==> src/rtl/rr_req_arbiter16.sv <==
// Round-robin request arbiter feeding the 16-to-4 encoder: sticky pending set,
// rotating-priority selection, registered one-hot grant with valid/ready handshake.
module rr_req_arbiter16 #(
  parameter int N  = 16,
  parameter int PW = 4
) (
  input  logic          clk,
  input  logic          rst_n,
  input  logic [0:N-1]  req,
  input  logic          en,
  output logic [0:N-1]  gnt,
  output logic          gnt_valid,
  input  logic          gnt_ready,
  output logic [0:N-1]  pend,
  output logic          busy
);

  typedef enum logic {IDLE, HOLD} state_t;

  state_t          state;
  logic [PW-1:0]   ptr;
  logic [PW-1:0]   win;
  logic [0:N-1]    issue_mask;
  logic            any_pend;
  logic            xfer;
  logic            issue;

  // Rotating priority: search upward from last+1; PW-bit index arithmetic
  // provides the wrap past N-1 because N is exactly 2**PW.
  function automatic logic [PW-1:0] pick_winner(input logic [0:N-1] p,
                                                input logic [PW-1:0] last);
    logic [PW-1:0] idx;
    logic          found;
    pick_winner = last;
    found       = 1'b0;
    for (int k = 1; k <= N; k++) begin
      idx = last + k[PW-1:0];
      if (!found && p[idx]) begin
        pick_winner = idx;
        found       = 1'b1;
      end
    end
  endfunction

  function automatic logic [0:N-1] one_hot(input logic [PW-1:0] idx);
    one_hot      = '0;
    one_hot[idx] = 1'b1;
  endfunction

  assign gnt_valid = (state == HOLD);
  assign busy      = gnt_valid | (|pend);

  always_comb begin
    any_pend   = |pend;
    xfer       = gnt_valid & gnt_ready;
    issue      = en & any_pend & ((state == IDLE) | xfer);
    win        = pick_winner(pend, ptr);
    issue_mask = issue ? one_hot(win) : '0;
  end

  // A req landing on the bit being issued this cycle is kept for a later grant.
  always_ff @(posedge clk or negedge rst_n) begin
    if (!rst_n) begin
      state <= IDLE;
      gnt   <= '0;
      ptr   <= PW'(N - 1);
      pend  <= '0;
    end else begin
      pend <= (pend & ~issue_mask) | req;
      if (issue) begin
        state <= HOLD;
        gnt   <= issue_mask;
        ptr   <= win;
      end else if (xfer) begin
        state <= IDLE;
        gnt   <= '0;
      end
    end
  end

endmodule

==> config.mk <==
export PLATFORM = sky130hd
export DESIGN_NAME = rr_req_arbiter16
export DESIGN_NICKNAME = d
export VERILOG_FILES = /design/src/rtl/rr_req_arbiter16.sv
export SDC_FILE = /design/constraint.sdc
export NUM_CORES = 1
export LEC_CHECK = 0
export ABC_AREA = 0
export CELL_PAD_IN_SITES_DETAIL_PLACEMENT = 0
export CELL_PAD_IN_SITES_GLOBAL_PLACEMENT = 1
export CORE_AREA = 2 2 97 99
export DETAILED_ROUTE_END_ITERATION = 6
export DIE_AREA = 0 0 99 101
export GPL_ROUTABILITY_DRIVEN = 0
export PLACE_DENSITY = 0.95
export SETUP_SLACK_MARGIN = 0.1
export SLEW_MARGIN = 25
export SYNTH_ARGS = -nofsm -noshare
export SYNTH_HDL_FRONTEND = slang
export SYNTH_SLANG_ARGS = --single-unit
==> constraint.sdc <==
create_clock -name clk -period 8.5 [get_ports clk]
set_input_delay 0.85 -clock clk [delete_from_list [all_inputs] [get_ports clk]]
set_output_delay 0.85 -clock clk [all_outputs]
set_load 0.01 [all_outputs]
# Word level (Yosys, flattened, before mapping)
# Cells that the tools add are included.
[word_totals]
inputBits = 20
out_inout_bits = 34
ff_bits = 37
elab_cells = 182
[op_classes]
bitwise_logic = 26
n_reduce_logical = 33
magnitude_cmp = 18
n_mux = 86
addsub = 15
[op_table]
columns = ["cell", "n"]
rows = [
  ["5-bit >= comparator (second input constant)", 17],
  ["4-bit inverter with 5-bit output", 17],
  ["1-bit binary-select mux with 4-bit select", 16],
  ["4-bit 2-to-1 mux", 16],
  ["1-bit 2-to-1 mux", 50],
  ["16-bit 2-to-1 mux", 3],
  ["4-bit adder (second input constant)", 8],
  ["4-bit by 3-bit adder with 4-bit output (second input constant)", 4],
  ["16-bit bitwise AND", 1],
  ["1-bit logical AND", 16],
  ["16-bit inverter", 1],
  ["16-bit bitwise OR", 1],
  ["16-bit OR reduction", 1],
  ["1-bit zero test", 15],
  ["4-bit by 2-bit adder with 4-bit output (second input constant)", 2],
  ["5-bit by 1-bit < comparator with 1-bit output (second input constant)", 1],
  ["4-bit by 1-bit adder with 4-bit output (second input constant)", 1],
  ["1-bit demux with 4-bit select", 1],
  ["1-bit bitwise AND", 3],
  ["1-bit bitwise OR", 2],
  ["2-bit nonzero test", 1],
  ["1-bit inverter", 1],
]

# Longest topological paths before layout
# Gate-level depths: netlist of the first run.
[depth]
depth_word = 60
mapped_depth = 19
ltp_nobuf = 12

# Least setup slack after synthesis of the first run
# Ideal clock, no wire load.
[synth_timing]
kind = "reg2reg"
start = "register ptr[1]"
end = "register pend[0] in the netlist's numbering"
synth_period_minus_slack_ns = 5.123
stages_incl_launch_ff = 19
path_buffers = 7
slack_ns = 3.377
setup_ns = 0.118
t_arrival_ns = 5.005
required_time_ns = 8.382
cell_sequence = "dfstp_2 buf_2 buf_6 buf_2 clkbuf_1 inv_1 ha_1 buf_2 clkbuf_1 mux4_2 mux4_2 nor4_4 nand4_2 or4_4 a22oi_2 and2_1 buf_4 nand4_1 a21o_1"
[synth_via]
elab_chain_len = 60
word_cells_on_any_way = 150
[synth_lines]
columns = ["item", "line", "text"]
rows = [
  ["start, declared", "21", "logic [PW-1:0] ptr;"],
  ["start signal, assigned", "66", "ptr <= PW'(N - 1);"],
  ["start signal, assigned", "73", "ptr <= win;"],
  ["4-bit by 1-bit adder with 4-bit output", "37", "idx = last + k[PW-1:0];"],
  ["4-bit inverter with 5-bit output (not written as such)", "38", "if (!found && p[idx]) begin"],
  ["1-bit binary-select mux with 4-bit select", "38", ""],
  ["1-bit 2-to-1 mux (not written as such) (2 in a row)", "38", ""],
  ["1-bit 2-to-1 mux", "38", ""],
  ["1-bit zero test", "38", ""],
  ["1-bit logical AND", "38", ""],
  ["1-bit 2-to-1 mux", "38", ""],
  ["(+43 left out)", "--", ""],
  ["5-bit >= comparator (not written as such) or 5-bit by 1-bit < comparator with 1-bit output (tied branches)", "47", "one_hot[idx] = 1'b1;"],
  ["1-bit logical AND (not written as such)", "47", ""],
  ["1-bit 2-to-1 mux (not written as such)", "47", ""],
  ["1-bit demux with 4-bit select *", "47", ""],
  ["16-bit 2-to-1 mux *", "58", "issue_mask = issue ? one_hot(win) : '0;"],
  ["16-bit inverter *", "69", "pend <= (pend & ~issue_mask) | req;"],
  ["16-bit bitwise AND *", "69", ""],
  ["16-bit bitwise OR *", "69", ""],
  ["end signal, assigned", "69", ""],
  ["end, declared", "14", "output logic [0:N-1] pend,"],
]
# Mark *: on every way between the ends. The rest lies on a longest branch, timed or not. The select of a mux whose other input is x is not followed.
# A chain may end at the register's enable or synchronous reset.

# Worst setup path in the final report of the first run
[layout_timing]
start = "register ptr[0]"
end = "register pend[4] in the netlist's numbering"
# Same word-level chain as after synthesis.

==> reports/summary.txt, run 1 <==
Hold Crit Class - reg -> reg
Post-synth top flop - dfrtp_1
Final Cell Area - 4840 sq um
Drt wl/cell - 22.8 microns
Peak supply drop - 0.183 mV
Max Slew Vio Count - 0
Row Count - 35
Chip height - 101 microns
Share of synthesized registers carrying an async set or reset - 100%
Cts bufs inserted - 5
Total congestion overflow - 0
First DRT Iteration DRCs - 381
All-layer global routing usage - 27.8%
Via count - 4167
Final Skew - 0.00973 ns
Vias in the first global route - 4182
Post-CTS Setup Bufs - 0
Ys Warns - 0
Post-synth net total - 479
Max Root-Sink Buffers - 2
Worst skew pair latency - 0.30 ns
Pleak - 1.94 nW
R2R setup slack - 2.67 ns
WL final - 13.8 mm
Total power - 2.06 mW
Most frequent cells in the layout - 54 x nand2_1, 53 x clkdlybuf4s50_1, 33 x dfrtp_1, 27 x mux4_2
Die Wd - 99 microns
Final Cycle Share - 68.6%
Residual DRC - 0
Max transition margin - 39.1%
Port Buf Inserts - 53
Critical path peak fanout - 32
H-Tree Depth - 2
Final setup viols - 0
Pwr Density - 426 nW/um^2
P_sw - 1.14 mW
CTS resizes - 0
Syn_area_per_cell - 9.19 sq um
Hold Crit Depth - 1
CP delay by family, top - multiplexers
Vias per cell - 6.89
Sequential share of the synthesized area - 22.5%
Cell variety after synth - 73
CP Capture Type - flop
Cells after Synth - 451
Setup CP Type - reg -> reg
Sequential Power Share - 20.6%
Antenna violations before repair - 0
Synthesis-to-finish area growth - 16.8%
Layout cells sized above 1 - 13.8%
P_int - 0.925 mW
Hold wc startpoint - gnt[8]
Cells on worst reg2reg path - 12
Final Hold Viols - 0
Clock power frac - 6.9%
Critical-path cell list - inv_1 -> ha_1 -> mux4_2 -> mux2i_1 -> mux2_2 -> nand3_1 -> nor4_2 -> o21a_1 -> nor3_1 -> xnor2_1 -> nand4_1 -> a21o_1
Status - completed
Yosys reg bits - 37
Max cap viols - 0
First-pass GRT wire length - 22.1 mm
Core area - 8980 sq um
CTS tree - done
Fin Setup TNS - 0 ns
Dpl cell area - 4740 sq um
Root buf cell - clkbuf_8
DP Worst Slack - 2.77 ns
Worst-Margin Slew - 0.907 ns
TritonCTS Sinks - 37
Final antenna-violating net count - 0
WP buf/inv - 1
Mapped cell area - 4150 sq um
Critical path launch point type - flop
Largest net degree at the start of global routing - 38
Full die area - 10000 sq um
Sw frac - 55.2%
Most common cell after layout, fill and taps aside - nand2_1
Logic pwr share - 72.5%
Clock Pin Slew Worst Setup and Hold Paths - 0.08 ns
I/O pin cnt - 54
Worst Hold Path EP - gnt[8]
Fin nets - 521
Initial Utilization - 46.2%
Worst setup margin - 2.67 ns
CTS Hold Bufs - 0
CP peak stage delay - 1.01 ns
Dpl hpwl - 10.2 mm
Drt pass-1 iters - 4
RSZ-0062 raised after global routing - no
Required @ worst endpoint - 8.68 ns
Reg2reg end - pend[4]
CP arrival - 6.01 ns
Final worst path period need - 5.83 ns
Fmax - 0.172 GHz
Reg-to-reg startpoint - ptr[0]
Diodes inserted - 0
CP max stage cell - dfstp_2
Post-synth EDFFs - 0
[cells in the mapped netlist (7+ instances only)]
cell | count | area, sq um
nand2_1 | 54 | 203
dfrtp_1 | 33 | 826
mux4_2 | 27 | 608
mux2i_1 | 25 | 250
nor2_1 | 25 | 93.8
a21o_1 | 18 | 135
a21oi_1 | 17 | 85.1
inv_1 | 17 | 63.8
nand4_1 | 15 | 93.8
o21ai_0 | 13 | 65.1
xnor2_1 | 12 | 105
nor4_1 | 11 | 68.8
o211ai_1 | 10 | 75.1
and3_1 | 9 | 56.3
clkbuf_1 | 9 | 33.8
mux2_2 | 9 | 101
nand3_1 | 9 | 45.0
nor2b_1 | 9 | 56.3
ha_1 | 8 | 100
buf_2 | 7 | 35.0
nand2b_1 | 7 | 43.8
[routing by layer]
metal / vias to the layer above / track usage, % / wire, microns
met4: 0 / 13.1 / 588
met3: 57 / 4.09 / 1090
met5: - / 0 / 0
met2: 251 / 46.3 / 6630
met1: 2023 / 35.8 / 5460
li1: 1836 / - / -
[logic make-up after synthesis]
kind of cell	Yosys count	share of synthesized area [%]
AO/OA/AOI/OAI	114	20.0
XOR/XNOR	15	3.35
adder cells (fa/ha/maj)	8	2.41
buffers and inverters	41	4.38
flip-flops	37	22.5
multiplexers	64	25.1
AND/OR/NAND/NOR	172	22.3
[power groups by stage]
stage,combinational [mW],clock [mW],sequential (mW)
floorplan,1.11,0,0.324
global placement,1.44,0,0.418
detailed placement,1.45,0,0.423
CTS,1.46,0.144,0.422
global route,1.59,0.151,0.441
finish,1.50,0.143,0.425
[cell type report]
type / count / area, sq um
clock buffers: 7 / 96.3
flip-flops and latches: 37 / 931
inverters: 18 / 67.6
fillers: 790 / 4130
clock inverters: 1 / 8.76
well taps: 111 / 139
multi-input cells: 373 / 3030
repair buffers: 58 / 568
[flip-flops by register name, summed over array words and instances, names as in the netlist]
name,cells
ptr,4
pend,16
gnt,16
gnt_valid,1
[worst reg2reg max path, delay by kind of cell, from the launching register on]
| kind | cells | cell delay (ns) |
|---|---|---|
| AND/OR/NAND/NOR | 4 | 1.08 |
| buffers and inverters | 1 | 0.47 |
| flip-flops | 1 | 1.01 |
| multiplexers | 3 | 1.15 |
| XOR/XNOR | 1 | 0.61 |
| adder cells (fa/ha/maj) | 1 | 0.96 |
| AO/OA/AOI/OAI | 2 | 0.44 |
[worst max path at each step]
stage                     startpoint  endpoint  slack [ns]  depth (start not counted)
after detailed placement      ptr[0]   pend[4]        2.77                         12
final                         ptr[0]   pend[4]        2.67                         12
after CTS                     ptr[0]   pend[4]        2.76                         12
after global placement        ptr[0]   pend[6]        2.85                         11
after floorplan               ptr[1]   pend[0]        3.38                         18
after global routing          ptr[0]  pend[12]        2.30                         12
[metrics by stage]
stage | utilization [%] | std cells | hold WS [ns]
final | 54.0 | 605 | 0.481
after global routing | 54.0 | 605 | 0.518
after CTS | 54.0 | 605 | 0.487
after detailed placement | 52.8 | 597 | 0.468
after global placement | 52.8 | 597 | 0.464
after floorplan | - | 451 | 0.515
(Power assumes the default switching activity.)
==> run 2, diff against run 1 <==
--- a/config.mk
+++ b/config.mk
@@ -8,11 +8,11 @@
 export ABC_AREA = 0
 export CELL_PAD_IN_SITES_DETAIL_PLACEMENT = 0
 export CELL_PAD_IN_SITES_GLOBAL_PLACEMENT = 1
-export CORE_AREA = 2 2 97 99
+export CORE_AREA = 2 2 101 103
 export DETAILED_ROUTE_END_ITERATION = 6
-export DIE_AREA = 0 0 99 101
+export DIE_AREA = 0 0 103 105
 export GPL_ROUTABILITY_DRIVEN = 0
-export PLACE_DENSITY = 0.95
+export PLACE_DENSITY = 0.9
 export SETUP_SLACK_MARGIN = 0.1
 export SLEW_MARGIN = 25
 export SYNTH_ARGS = -nofsm -noshare
==> constraint.sdc (replaced) <==
create_clock -name clk -period 5.8 [get_ports clk]
set_input_delay 0.58 -clock clk [delete_from_list [all_inputs] [get_ports clk]]
set_output_delay 0.58 -clock clk [all_outputs]
set_load 0.01 [all_outputs]
==> reports/summary.txt, run 2 (synthesis gave the netlist of run 1 again) <==
H-Tree Depth - 2 (unchanged)
Post-CTS Setup Bufs - 0 (unchanged)
Dpl cell area - 4810 sq um (was 4740 sq um)
Critical path launch point type - flop (unchanged)
Fin Setup TNS - 0 ns (unchanged)
M2 GR Usage - 40.0% (was 46.3%)
Top Registers - gnt (16), pend (16), ptr (4) (unchanged)
CP Capture Type - flop (unchanged)
First DRT Iteration DRCs - 521 (was 381)
Final antenna-violating net count - 0 (unchanged)
All-layer global routing usage - 26.0% (was 27.8%)
Peak supply drop - 0.241 mV (was 0.183 mV)
Required @ worst endpoint - 5.99 ns (was 8.68 ns)
Via count - 4154 (was 4167)
TritonCTS Sinks - 37 (unchanged)
Final Cycle Share - 87.9% (was 68.6%)
Max cap viols - 0 (unchanged)
CP max stage cell - ha_1 (was dfstp_2)
I/O pin cnt - 54 (unchanged)
M3 GR Usage - 5.02% (was 4.09%)
Diodes inserted - 0 (unchanged)
Clock Pin Slew Worst Setup and Hold Paths - 0.08 ns (about the same)
Placed cells - 625 (was 597)
Setup CP Type - reg -> reg (unchanged)
CP peak stage delay - 0.73 ns (was 1.01 ns)
R2R setup slack - 0.70 ns (was 2.67 ns)
Final setup viols - 0 (unchanged)
Fmax - 0.196 GHz (was 0.172 GHz)
Most frequent cells in the layout - 54 x nand2_1, 52 x clkdlybuf4s50_1, 33 x dfrtp_1, 27 x mux4_2 (was 54 x nand2_1, 53 x clkdlybuf4s50_1, 33 x dfrtp_1, 27 x mux4_2)
Die Wd - 103 microns (was 99 microns)
Critical-path cell list - inv_1 -> ha_1 -> mux4_2 -> mux2i_1 -> mux2i_1 -> nor4_4 -> nand4_2 -> nor4_1 -> nor3_1 -> xnor2_1 -> nand4_1 -> a21o_1 (was inv_1 -> ha_1 -> mux4_2 -> mux2i_1 -> mux2_2 -> nand3_1 -> nor4_2 -> o21a_1 -> nor3_1 -> xnor2_1 -> nand4_1 -> a21o_1)
Root buf cell - clkbuf_8 (unchanged)
Port Buf Inserts - 53 (unchanged)
Final worst path period need - 5.10 ns (was 5.83 ns)
CTS tree - done (unchanged)
Worst skew pair latency - 0.29 ns (was 0.30 ns)
Synthesis-to-finish area growth - 18.1% (was 16.8%)
Layout cells sized above 1 - 14.8% (was 13.8%)
WP buf/inv - 1 (unchanged)
Worst-Margin Slew - 0.948 ns (was 0.907 ns)
Row Count - 36 (was 35)
Pwr Density - 622 nW/um^2 (was 426 nW/um^2)
Antenna violations before repair - 0 (unchanged)
Crit. path cell count - 12 (unchanged)
Critical path peak fanout - 15 (was 32)
Most common cell after layout, fill and taps aside - nand2_1 (unchanged)
Most crowded layer after global routing - met2 (unchanged)
Finished Layout Cells - 633 (was 605)
CTS Hold Bufs - 0 (unchanged)
Status - completed (unchanged)
CTS resizes - 0 (unchanged)
Hold Crit Class - in -> async (was reg -> reg)
Critical path's most frequent cell - mux2i_1
Vias per cell - 6.56 (was 6.89)
Residual DRC - 0 (unchanged)
Cts bufs inserted - 5 (unchanged)
Max Slew Vio Count - 0 (unchanged)
Cells on worst reg2reg path - 12 (unchanged)
Vias in the first global route - 4128 (was 4182)
Total congestion overflow - 0 (unchanged)
WHS - 0.374 ns (was 0.481 ns)
Final Cell Area - 4890 sq um (was 4840 sq um)
RSZ-0062 raised after global routing - no (unchanged)
Largest net degree at the start of global routing - 38 (unchanged)
First-pass GRT wire length - 22.0 mm (was 22.1 mm)
CP delay by family, top - simple AND/OR/NAND/NOR gates (was multiplexers)
Max Root-Sink Buffers - 2 (unchanged)
Final Skew - 0.00664 ns (was 0.00973 ns)
Drt wl/cell - 21.8 microns (was 22.8 microns)
Pleak - 1.95 nW (was 1.94 nW)
Chip height - 105 microns (was 101 microns)
Routing usage on met1 - 36.2% (was 35.8%)
Fin nets - 527 (was 521)
WL final - 13.8 mm (about the same)
Core area - 9640 sq um (was 8980 sq um)
Initial Utilization - 43.0% (was 46.2%)
Max transition margin - 35.0% (was 39.1%)
CP arrival - 5.28 ns (was 6.01 ns)
Full die area - 10800 sq um (was 10000 sq um)
Dpl hpwl - 10.1 mm (was 10.2 mm)
Final Hold Viols - 0 (unchanged)
Drt pass-1 iters - 6 (was 4)
-- run 2: cell count changes in the layout (fill, tap and decap cells not counted) --
cell / delta
buf_2: +1
buf_4: +6
clkbuf_1: +1
clkbuf_8: -2
clkdlybuf4s50_1: -1
clkinvlp_4: +2
inv_6: -1
-- run 2: worst paths after layout --
path,startpoint,end
max,ptr[2],pend[2]
min,rst_n,gnt[0]
max reg2reg,ptr[2],pend[2]
min reg2reg,gnt[8],gnt[8]
max in group asynchronous,rst_n,gnt[5]
min in group clk,gnt[8],gnt[8]
-- run 2: stage by stage --
step,util [%],power (mW),setup slack (ns)
3_5_place_dp,49.9,2.80,0.861
6_report,50.8,3.05,0.702
2_1_floorplan,-,2.10,0.677
5_1_grt,50.8,3.23,0.484
4_1_cts,50.8,2.99,0.814
3_3_place_gp,49.9,2.78,0.899
-- run 2: area by class of cell --
class,instances,area [sq um]
fill,926,4750
multi-input combinational,373,3030
sequential,37,931
tap,133,166
timing repair buffer,64,608
clock buffer,6,72.6
inverter,18,67.6
clock inverter,2,15.0
-- run 2: power breakdown --
part           internal, mW  switching, mW  total [mW]
clock                0.0847         0.0956       0.180
combinational         0.932           1.43        2.36
sequential            0.354          0.148       0.502
-- run 2: routing by layer --
layer | share of wire, % | wire length, microns
met5 | 0 | 0
met4 | 3.7 | 514
met3 | 9.2 | 1260
met1 | 42 | 5730
met2 | 46 | 6270
